===== config.mk =====
export PLATFORM = sky130hd
export DESIGN_NAME = icache_fetch_linebuf
export DESIGN_NICKNAME = d
export VERILOG_FILES = /design/src/rtl/icache_fetch_linebuf.sv
export SDC_FILE = /design/constraint.sdc
export NUM_CORES = 1
export LEC_CHECK = 0
export ABC_AREA = 0
export ABC_CLOCK_PERIOD_IN_PS = 17700
export BUFFER_PORTS_ARGS = -buffer_cell sky130_fd_sc_hd__buf_2
export CAP_MARGIN = 10
export CORE_UTILIZATION = 45
export DETAILED_ROUTE_END_ITERATION = 6
export PLACE_DENSITY_LB_ADDON = 0.25
export SLEW_MARGIN = 30
export SYNTH_ARGS = -nofsm -noshare
export SYNTH_HDL_FRONTEND = slang
export SYNTH_SLANG_ARGS = --single-unit

===== constraint.sdc =====
create_clock -name clk_i -period 17.7 [get_ports clk_i]
set_input_delay 3.54 -clock clk_i [delete_from_list [all_inputs] [get_ports clk_i]]
set_output_delay 3.54 -clock clk_i [all_outputs]
set_load 0.1 [all_outputs]

===== src/rtl/icache_fetch_linebuf.sv =====
// icache_fetch_linebuf
// Fetch-side instruction-cache front end. Holds NUM_LINES fully-associative
// line buffers that serve hits combinationally. Misses go through a
// request/response FSM (IDLE -> REQ -> WAIT -> IDLE, with DRAIN after a flush
// that leaves a response in flight). TLB-miss replay, page faults,
// misaligned fetches and flush/kill are handled here.
//
// Ports:
//   clk_i, rst_i                    clock, async active-high reset
//   fetch_valid_i, fetch_vaddr_i    fetch request
//   flush_i                         invalidate buffers, abort outstanding miss
//   icache_req_*                    line request to ICache (valid/ready/idx/kill)
//   tlb_req_valid_o, tlb_req_vpn_o  TLB lookup request
//   icache_resp_*                   line response (valid/data/ready)
//   tlb_resp_miss_i, tlb_resp_xcpt_i TLB replay / page-fault flags
//   fetch_valid_o, fetch_data_o     instruction word back to fetch
//   fetch_ex_*                      exception valid/cause/origin
module icache_fetch_linebuf #(
  parameter int LINE_W    = 128,
  parameter int INST_W    = 32,
  parameter int ADDR_W    = 40,
  parameter int NUM_LINES = 2
) (
  input  logic                clk_i,
  input  logic                rst_i,
  input  logic                fetch_valid_i,
  input  logic [ADDR_W-1:0]   fetch_vaddr_i,
  input  logic                flush_i,
  output logic                icache_req_valid_o,
  input  logic                icache_req_ready_i,
  output logic [11:0]         icache_req_idx_o,
  output logic                icache_req_kill_o,
  output logic                tlb_req_valid_o,
  output logic [ADDR_W-13:0]  tlb_req_vpn_o,
  input  logic                icache_resp_valid_i,
  input  logic [LINE_W-1:0]   icache_resp_data_i,
  output logic                icache_resp_ready_o,
  input  logic                tlb_resp_miss_i,
  input  logic                tlb_resp_xcpt_i,
  output logic                fetch_valid_o,
  output logic [INST_W-1:0]   fetch_data_o,
  output logic                fetch_ex_valid_o,
  output logic [1:0]          fetch_ex_cause_o,
  output logic [ADDR_W-1:0]   fetch_ex_origin_o
);

  localparam int OFF_W  = $clog2(LINE_W / 8);
  localparam int IOFF_W = $clog2(INST_W / 8);
  localparam int TAG_W  = ADDR_W - OFF_W;
  localparam int RR_W   = (NUM_LINES > 1) ? $clog2(NUM_LINES) : 1;

  typedef enum logic [1:0] {
    S_IDLE  = 2'd0,
    S_REQ   = 2'd1,
    S_WAIT  = 2'd2,
    S_DRAIN = 2'd3
  } state_e;

  state_e                 state_q, state_d;
  logic [NUM_LINES-1:0]   valid_q, valid_d;
  logic [TAG_W-1:0]       tag_q  [NUM_LINES];
  logic [LINE_W-1:0]      data_q [NUM_LINES];
  logic [RR_W-1:0]        rr_q, rr_d;
  logic [TAG_W-1:0]       miss_tag_q, miss_tag_d;

  logic [TAG_W-1:0]       tag_s;
  logic                   misalign_s;
  logic [NUM_LINES-1:0]   hit_vec_s;
  logic                   hit_s;
  logic [LINE_W-1:0]      hit_line_s;
  logic                   fill_en_s;
  logic [RR_W-1:0]        fill_idx_s;

  logic                   fv_s, ex_s, req_valid_s, kill_s, resp_ready_s;
  logic [1:0]             cause_s;
  logic [INST_W-1:0]      data_s;

  // Instruction word addressed by the line offset of va within a line.
  function automatic logic [INST_W-1:0] word_sel(input logic [LINE_W-1:0] line,
                                                 input logic [ADDR_W-1:0] va);
    logic [OFF_W-1:0] off;
    off = va[OFF_W-1:0];
    return INST_W'(line >> (INST_W * int'(off >> IOFF_W)));
  endfunction

  assign tag_s      = fetch_vaddr_i[ADDR_W-1:OFF_W];
  assign misalign_s = fetch_valid_i && (fetch_vaddr_i[IOFF_W-1:0] != '0);
  assign hit_s      = |hit_vec_s;

  // Tag match against every valid entry; the hit line is muxed out.
  always_comb begin
    hit_line_s = '0;
    for (int i = 0; i < NUM_LINES; i++) begin
      hit_vec_s[i] = valid_q[i] && (tag_q[i] == tag_s);
      if (hit_vec_s[i]) begin
        hit_line_s = data_q[i];
      end else begin
        hit_line_s = hit_line_s;
      end
    end
  end

  // A good response fills only if no flush, fault or TLB replay accompanies it.
  assign fill_en_s = (state_q == S_WAIT) && icache_resp_valid_i && !flush_i &&
                     !tlb_resp_xcpt_i && !tlb_resp_miss_i;

  // Victim choice: lowest invalid entry, otherwise the round-robin pointer.
  always_comb begin
    fill_idx_s = rr_q;
    for (int i = NUM_LINES - 1; i >= 0; i--) begin
      if (!valid_q[i]) begin
        fill_idx_s = RR_W'(i);
      end else begin
        fill_idx_s = fill_idx_s;
      end
    end
  end

  // Valid bits and round-robin pointer next state; flush wins over fill.
  always_comb begin
    valid_d = valid_q;
    rr_d    = rr_q;
    if (flush_i) begin
      valid_d = '0;
    end else if (fill_en_s) begin
      valid_d[fill_idx_s] = 1'b1;
      if (&valid_q) begin
        rr_d = (rr_q == RR_W'(NUM_LINES - 1)) ? '0 : rr_q + RR_W'(1);
      end else begin
        rr_d = rr_q;
      end
    end else begin
      valid_d = valid_q;
    end
  end

  // FSM state register plus valid/rr/miss-tag bookkeeping.
  always_ff @(posedge clk_i or posedge rst_i) begin
    if (rst_i) begin
      state_q    <= S_IDLE;
      valid_q    <= '0;
      rr_q       <= '0;
      miss_tag_q <= '0;
    end else begin
      state_q    <= state_d;
      valid_q    <= valid_d;
      rr_q       <= rr_d;
      miss_tag_q <= miss_tag_d;
    end
  end

  // Line storage needs no reset; the valid bits gate its use.
  always_ff @(posedge clk_i) begin
    if (fill_en_s) begin
      tag_q[fill_idx_s]  <= miss_tag_q;
      data_q[fill_idx_s] <= icache_resp_data_i;
    end
  end

  // Next-state logic.
  always_comb begin
    state_d    = state_q;
    miss_tag_d = miss_tag_q;
    case (state_q)
      S_IDLE: begin
        if (!flush_i && fetch_valid_i && !misalign_s && !hit_s) begin
          state_d    = S_REQ;
          miss_tag_d = tag_s;
        end else begin
          state_d = S_IDLE;
        end
      end
      S_REQ: begin
        if (flush_i) begin
          state_d = S_IDLE;
        end else if (icache_req_ready_i) begin
          state_d = S_WAIT;
        end else begin
          state_d = S_REQ;
        end
      end
      S_WAIT: begin
        if (icache_resp_valid_i) begin
          // Fault beats replay; a flush discards the response outright.
          if (!flush_i && !tlb_resp_xcpt_i && tlb_resp_miss_i) begin
            state_d = S_REQ;
          end else begin
            state_d = S_IDLE;
          end
        end else if (flush_i) begin
          state_d = S_DRAIN;
        end else begin
          state_d = S_WAIT;
        end
      end
      S_DRAIN: begin
        if (icache_resp_valid_i) begin
          state_d = S_IDLE;
        end else begin
          state_d = S_DRAIN;
        end
      end
      default: begin
        state_d = S_IDLE;
      end
    endcase
  end

  // Output logic.
  always_comb begin
    fv_s         = 1'b0;
    ex_s         = 1'b0;
    cause_s      = 2'd0;
    data_s       = '0;
    req_valid_s  = 1'b0;
    kill_s       = 1'b0;
    resp_ready_s = 1'b0;
    case (state_q)
      S_IDLE: begin
        if (misalign_s) begin
          fv_s    = 1'b1;
          ex_s    = 1'b1;
          cause_s = 2'd1;
        end else if (fetch_valid_i && hit_s && !flush_i) begin
          fv_s   = 1'b1;
          data_s = word_sel(hit_line_s, fetch_vaddr_i);
        end else begin
          fv_s = 1'b0;
        end
      end
      S_REQ: begin
        req_valid_s = !flush_i;
      end
      S_WAIT: begin
        resp_ready_s = 1'b1;
        if (icache_resp_valid_i && !flush_i) begin
          if (tlb_resp_xcpt_i) begin
            fv_s    = 1'b1;
            ex_s    = 1'b1;
            cause_s = 2'd2;
          end else if (!tlb_resp_miss_i && (tag_s == miss_tag_q)) begin
            // Bypass only when fetch is still asking for the missed line.
            fv_s   = 1'b1;
            data_s = word_sel(icache_resp_data_i, fetch_vaddr_i);
          end else begin
            fv_s = 1'b0;
          end
        end else if (flush_i && !icache_resp_valid_i) begin
          kill_s = 1'b1;
        end else begin
          kill_s = 1'b0;
        end
      end
      S_DRAIN: begin
        resp_ready_s = 1'b1;
      end
      default: begin
        fv_s = 1'b0;
      end
    endcase
  end

  // Reset forces every output low, including the address pass-throughs.
  assign fetch_valid_o       = fv_s & ~rst_i;
  assign fetch_data_o        = rst_i ? '0 : data_s;
  assign fetch_ex_valid_o    = ex_s & ~rst_i;
  assign fetch_ex_cause_o    = rst_i ? 2'd0 : cause_s;
  assign fetch_ex_origin_o   = rst_i ? '0 : fetch_vaddr_i;
  assign icache_req_valid_o  = req_valid_s & ~rst_i;
  assign tlb_req_valid_o     = req_valid_s & ~rst_i;
  assign icache_req_kill_o   = kill_s & ~rst_i;
  assign icache_resp_ready_o = resp_ready_s & ~rst_i;
  assign icache_req_idx_o    = rst_i ? 12'd0 : {fetch_vaddr_i[11:OFF_W], {OFF_W{1'b0}}};
  assign tlb_req_vpn_o       = rst_i ? '0 : fetch_vaddr_i[ADDR_W-1:12];

endmodule


* After elaboration in Yosys (flattened, before gate mapping)
Memories as Yosys holds them, arrays and structs flattened.
Index checks and enable logic that the tools add are counted.
** Operators by class
- Add/subtract/negate cells :: 1
- Magnitude comparators :: 2
- Equal/unequal tests :: 6
- Shifts and indexed selects :: 2
- Multiplexer cells :: 49
- Bitwise gates (word level) :: 8
- Reductions and logical operators :: 31
** Operator list (count)
- 128-bit 2-to-1 mux :: 2
- 128-bit by 7-bit >> shifter with 32-bit output :: 2
- 32-bit 2-to-1 mux :: 6
- 36-bit equality test :: 3
- 32-bit one-hot mux with 2 select lines :: 1
- 40-bit 2-to-1 mux :: 1
- 28-bit 2-to-1 mux :: 1
- 1-bit 2-to-1 mux :: 23
- 1-bit logical AND :: 18
- 2-bit 2-to-1 mux :: 9
- 12-bit 2-to-1 mux :: 1
- 2-bit one-hot mux with 4 select lines :: 1
- 1-bit logical NOT :: 6
- 1-bit bitwise AND :: 5
- 2-bit equality test (second input constant) :: 2
- 1-bit one-hot mux with 2 select lines :: 2
- 2-bit one-hot mux with 2 select lines :: 1
- 4-bit AND reduction :: 1
- 2-bit nonzero test :: 2
- 2-bit OR reduction :: 2
- 2-bit by 1-bit equality test with 1-bit output (second input constant) :: 1
- 2-bit logical NOT :: 1
- 1-bit by 2-bit less-than comparator with 1-bit output (second input constant) :: 1
- 1-bit inverter :: 2
- other kinds (5) :: 5
** Word-level totals
- Register bits :: 41
- Memory bits (writable) :: 328
- Bits of input ports :: 176
- Output and inout bits :: 120
- Word-level logic and storage cells :: 105
- Memories kept :: 2
** Memories
- data_q :: words 2, width 128, read ports 2, clocked after memory_dff 0, wr ports 1, line 62 : logic [LINE_W-1:0] data_q [NUM_LINES];
- tag_q :: words 2, width 36, read ports 2, clocked after memory_dff 0, wr ports 1, line 61 : logic [TAG_W-1:0] tag_q [NUM_LINES];

* Depth between registers and ports, before layout
An unclocked memory read counts as a cell.
- Depth after elaboration :: 10
- Mapped depth :: 10

* Worst setup path before layout
Ideal clock, no wire load.
- Kind :: input port to flip-flop
- From :: input port flush_i
- To :: memory data_q[1][0] (enable)
- Arrival :: 15.376 ns
- Slack :: 1.434 ns
- Cell stages on the path :: 5
- Cell sequence :: clkbuf_1 > nor2_1 > nand3_1 > or2_2 > nor3_1
** Between the ends
- Word-level cells in the longest chain between the ends :: 6
** Ends and longest elaborated chain
- start, declared :: line 28 : input logic flush_i,
- 1-bit logical NOT :: line 104 : assign fill_en_s = (state_q == S_WAIT) && icache_resp_valid_i && !flush_i &&
- 1-bit logical AND (2 in series) :: line 104
- 1-bit logical AND :: line 105 : !tlb_resp_xcpt_i && !tlb_resp_miss_i;
- 1-bit 2-to-1 mux :: line 154 : if (fill_en_s) begin
- 1-bit 2-to-1 mux (implied by the code) :: line 156 : data_q[fill_idx_s] <= icache_resp_data_i;
- end, declared :: line 62
Every way passes these cells.

* Worst setup path in the final report
- From :: input port fetch_vaddr_i[6]
- To :: output port fetch_data_o[13]
** Between the ends
- Word-level cells in the longest chain between the ends :: 9
** Ends and longest elaborated chain
- start, declared :: line 27 : input logic [ADDR_W-1:0] fetch_vaddr_i,
- 36-bit equality test :: line 94 : hit_vec_s[i] = valid_q[i] && (tag_q[i] == tag_s);
- 1-bit logical AND :: line 94
- 128-bit 2-to-1 mux or 2-bit OR reduction (tied branches) :: line 95, 88
- 128-bit 2-to-1 mux or 1-bit logical AND (tied branches) :: line 95, 224
- 128-bit by 7-bit >> shifter with 32-bit output or 1-bit logical AND (tied branches) :: line 83, 224
- 32-bit 2-to-1 mux :: line 224 : end else if (fetch_valid_i && hit_s && !flush_i) begin
- 32-bit 2-to-1 mux :: line 220 : if (misalign_s) begin
- 32-bit one-hot mux with 2 select lines * :: line 218 : case (state_q)
- 32-bit 2-to-1 mux * :: line 265 : assign fetch_data_o = rst_i ? '0 : data_s;
- end, declared :: line 41 : output logic [INST_W-1:0] fetch_data_o,
Mark *: on every way between the ends. The rest lies on a longest branch, timed or not.

==> flow_summary.toml <==
[critical_path]
cp_data_arrival_time_ps = 7590
critical_path_buf_inv_count = 4
crit_end = "fetch_data_o[13]"
cp-end-kind = "output port"
reg2reg_to = "data_q[1][84]"
cp.depth = 11
critPathLaunch = "fetch_vaddr_i[6]"
cp_max_fo = 52
crit_type = "in -> out"
rr_worst_depth = 6
max_stage_delay_ps = 900
rr_startpoint = "state_q[0]"
worstPathRequired_ps = 14160
worst-r2r-setup-slack_ps = 14250
cp_slowest_cell = "a2111oi_4"
path_cells = "buf_2 > xnor2_1 > nand4_1 > nor4_1 > nand3_4 > buf_4 > a2111oi_4 > buf_4 > o21ai_0 > o211ai_1 > buf_2"
cp_top_family = "buffers and inverters"
start_kind = "input pin"

[yosys]
ys_ff_latch = 369
synth_top_area_frac = 0.594
synth_top_area_cell = "edfxtp_1"
synthFlopType = "edfxtp_1"
yosys-top-cells-count = "edfxtp_1, nand2_1, mux2_2, xor2_1, mux4_2"
synth_area_um2 = 16600
avgSynthCellArea_um2 = 15.9
synth.most_common_cell = "edfxtp_1"
syn_inst = 1042
synth_warnings = 0
yosysUniqueCellTypes = 46
synthArstFlopShare = 0.111
yosys-top-cells-area = "edfxtp_1, mux4_2, dfrtp_1"
synth_edf_count = 328
synth-seq-area-share = 0.656

[power_and_ir_drop]
cellPowerDensity_nw_per_um2 = 106
leakage_nw = 7.42
vdd_ir_drop_max_mv = 0.0944

[detailed_routing]
routedWlPerCell_um = 21.7
detail-route-antenna-nets = 0
drcViolationCount = 0
drt_iter0_markers = 623
via_per_inst = 5.43
vias = 9778
wl_um = 39200
dr.pass1.iters = 5

[placed_design]
place.gp.congestion = 0.773
placedCellCount = 1719
portBuffers = 291
hpwlAfterDp_um = 25000

[grt]
grt_pass1_vias = 9783
grt_first_pass_wirelength_um = 59200
grt_overflow_total = 0
antenna_found_initial = 11
grt_use_total = 0.208
grt_start_max_net_pins = 66

[sta]
fmax_mhz = 89.9
slew_violations = 0
post-route-min-period_ps = 11130
skew_ps = 28.9
hold_viol = 0
relSlewSlack = 0.338
setup-tns-final_ps = 0
setup_viol = 0
fin_crit_sh = 0.629
worst_slew_pin_slew_ps = 991
grt_setup_unrepaired = "no"

[finish]
n_fill_cell = 2914
drive_gt1_frac = 0.393
multi_input_area_um2 = 5160
seq_area_um2 = 10900
fin_cells = 1801
area.growth.synth_to_final_pct = 18.6
final_net_count = 1477

[clock_tree]
postCtsResizedCells = 0
clkTransAtPathRegs_ps = 60
post-cts-setup-buffers = 0
cts_sinks = 369
hold_buffers = 0
clockRootBuffer = "clkbuf_16"
clk_latency_ps = 530
clockBufferDepth = 3
htreeDepth = 2
tritoncts = "done"
cts_made_buffers = 40

[outcome]
status = "complete, no violations"

[die]
core_area_um2 = 35900
start_util = 0.462
die_h_um = 194
num_io_pins = 296
num_rows = 69
dieArea_um2 = 37600
dieWidth_um = 194

[min_path]
hold_class = "reg -> reg"

[run]
cap_violations = 0
cell usage in the layout, fill, tap and decap left out, types with 6 or more instances in the layout:
cell type and count:
clkinv_1 9, dfrtp_1 41, and3_1 26, mux2_2 67, xnor2_1 39, o21ai_1 12
nand4_1 40, nand2_1 83, o211ai_2 6, nor4_1 17, o21ai_0 13, mux2i_1 16
inv_1 13, clkbuf_8 7, buf_2 290, nor2_1 12, xor2_1 67, buf_4 17
clkbuf_16 42, mux4_2 64, diode_2 7, edfxtp_1 328, o211ai_1 20, nor2b_1 40
worst min path at each step:
stage	from	endpoint	slack, ps	cells after the start
floorplan	rr_q	rr_q	440	1
global placement	rr_q	rr_q	460	1
detailed placement	rr_q	rr_q	470	1
CTS	rr_q	rr_q	490	1
global route	miss_tag_q[18]	tag_q[0][18]	510	0
finish	rr_q	rr_q	490	1
state kept, by name, indices dropped and copies added, names as in the netlist:
| signal | count |
|---|---|
| rr_q | 1 |
| state_q | 2 |
| data_q | 256 |
| valid_q | 2 |
| miss_tag_q | 36 |
| tag_q | 72 |
per-layer routing:
metal / share of wire / vias up / GRT usage
met2: 0.48 / 346 / 0.337
met3: 0.082 / 58 / 0.0598
met4: 0.016 / 10 / 0.0488
met1: 0.42 / 4883 / 0.276
li1: - / 4481 / -
met5: 0.0016 / - / 0
power breakdown:
group	total, mW	internal, mW	switching [mW]
clock	0.851	0.519	0.331
combinational	0.217	0.0711	0.146
sequential	1.01	0.982	0.0254
metrics by stage:
step | setup slack, ps | util | hold WS (ps) | area (um2) | power (mW)
floorplan | 1430 | - | 441 | 16600 | 1.18
global placement | 6500 | 0.508 | 455 | 18200 | 1.24
detailed placement | 6500 | 0.508 | 467 | 18200 | 1.24
CTS | 6460 | 0.546 | 487 | 19600 | 2.10
global route | 6210 | 0.547 | 512 | 19600 | 2.14
finish | 6570 | 0.547 | 488 | 19700 | 2.08
kinds of logic (layout without fill, tap and decap cells):
kind of cell,Yosys count,count (layout),synth area share
compound gates,69,69,0.0329
xor+xnor,106,106,0.0560
buf+inv,108,396,0.0359
flops,369,369,0.656
mux,147,147,0.142
other cells,1,11,0.000226
simple gates,242,242,0.0768
cell type report:
type	count	share of cell area
Antenna cell	7	0.000891
Clock buffer	53	0.0591
Clock inverter	21	0.0107
Inverter	14	0.00267
Multi-Input combinational cell	568	0.262
Sequential cell	369	0.553
Tap cell	461	0.0293
Timing Repair Buffer	308	0.0817
Note: power is estimated with default switching activity, not from simulation.
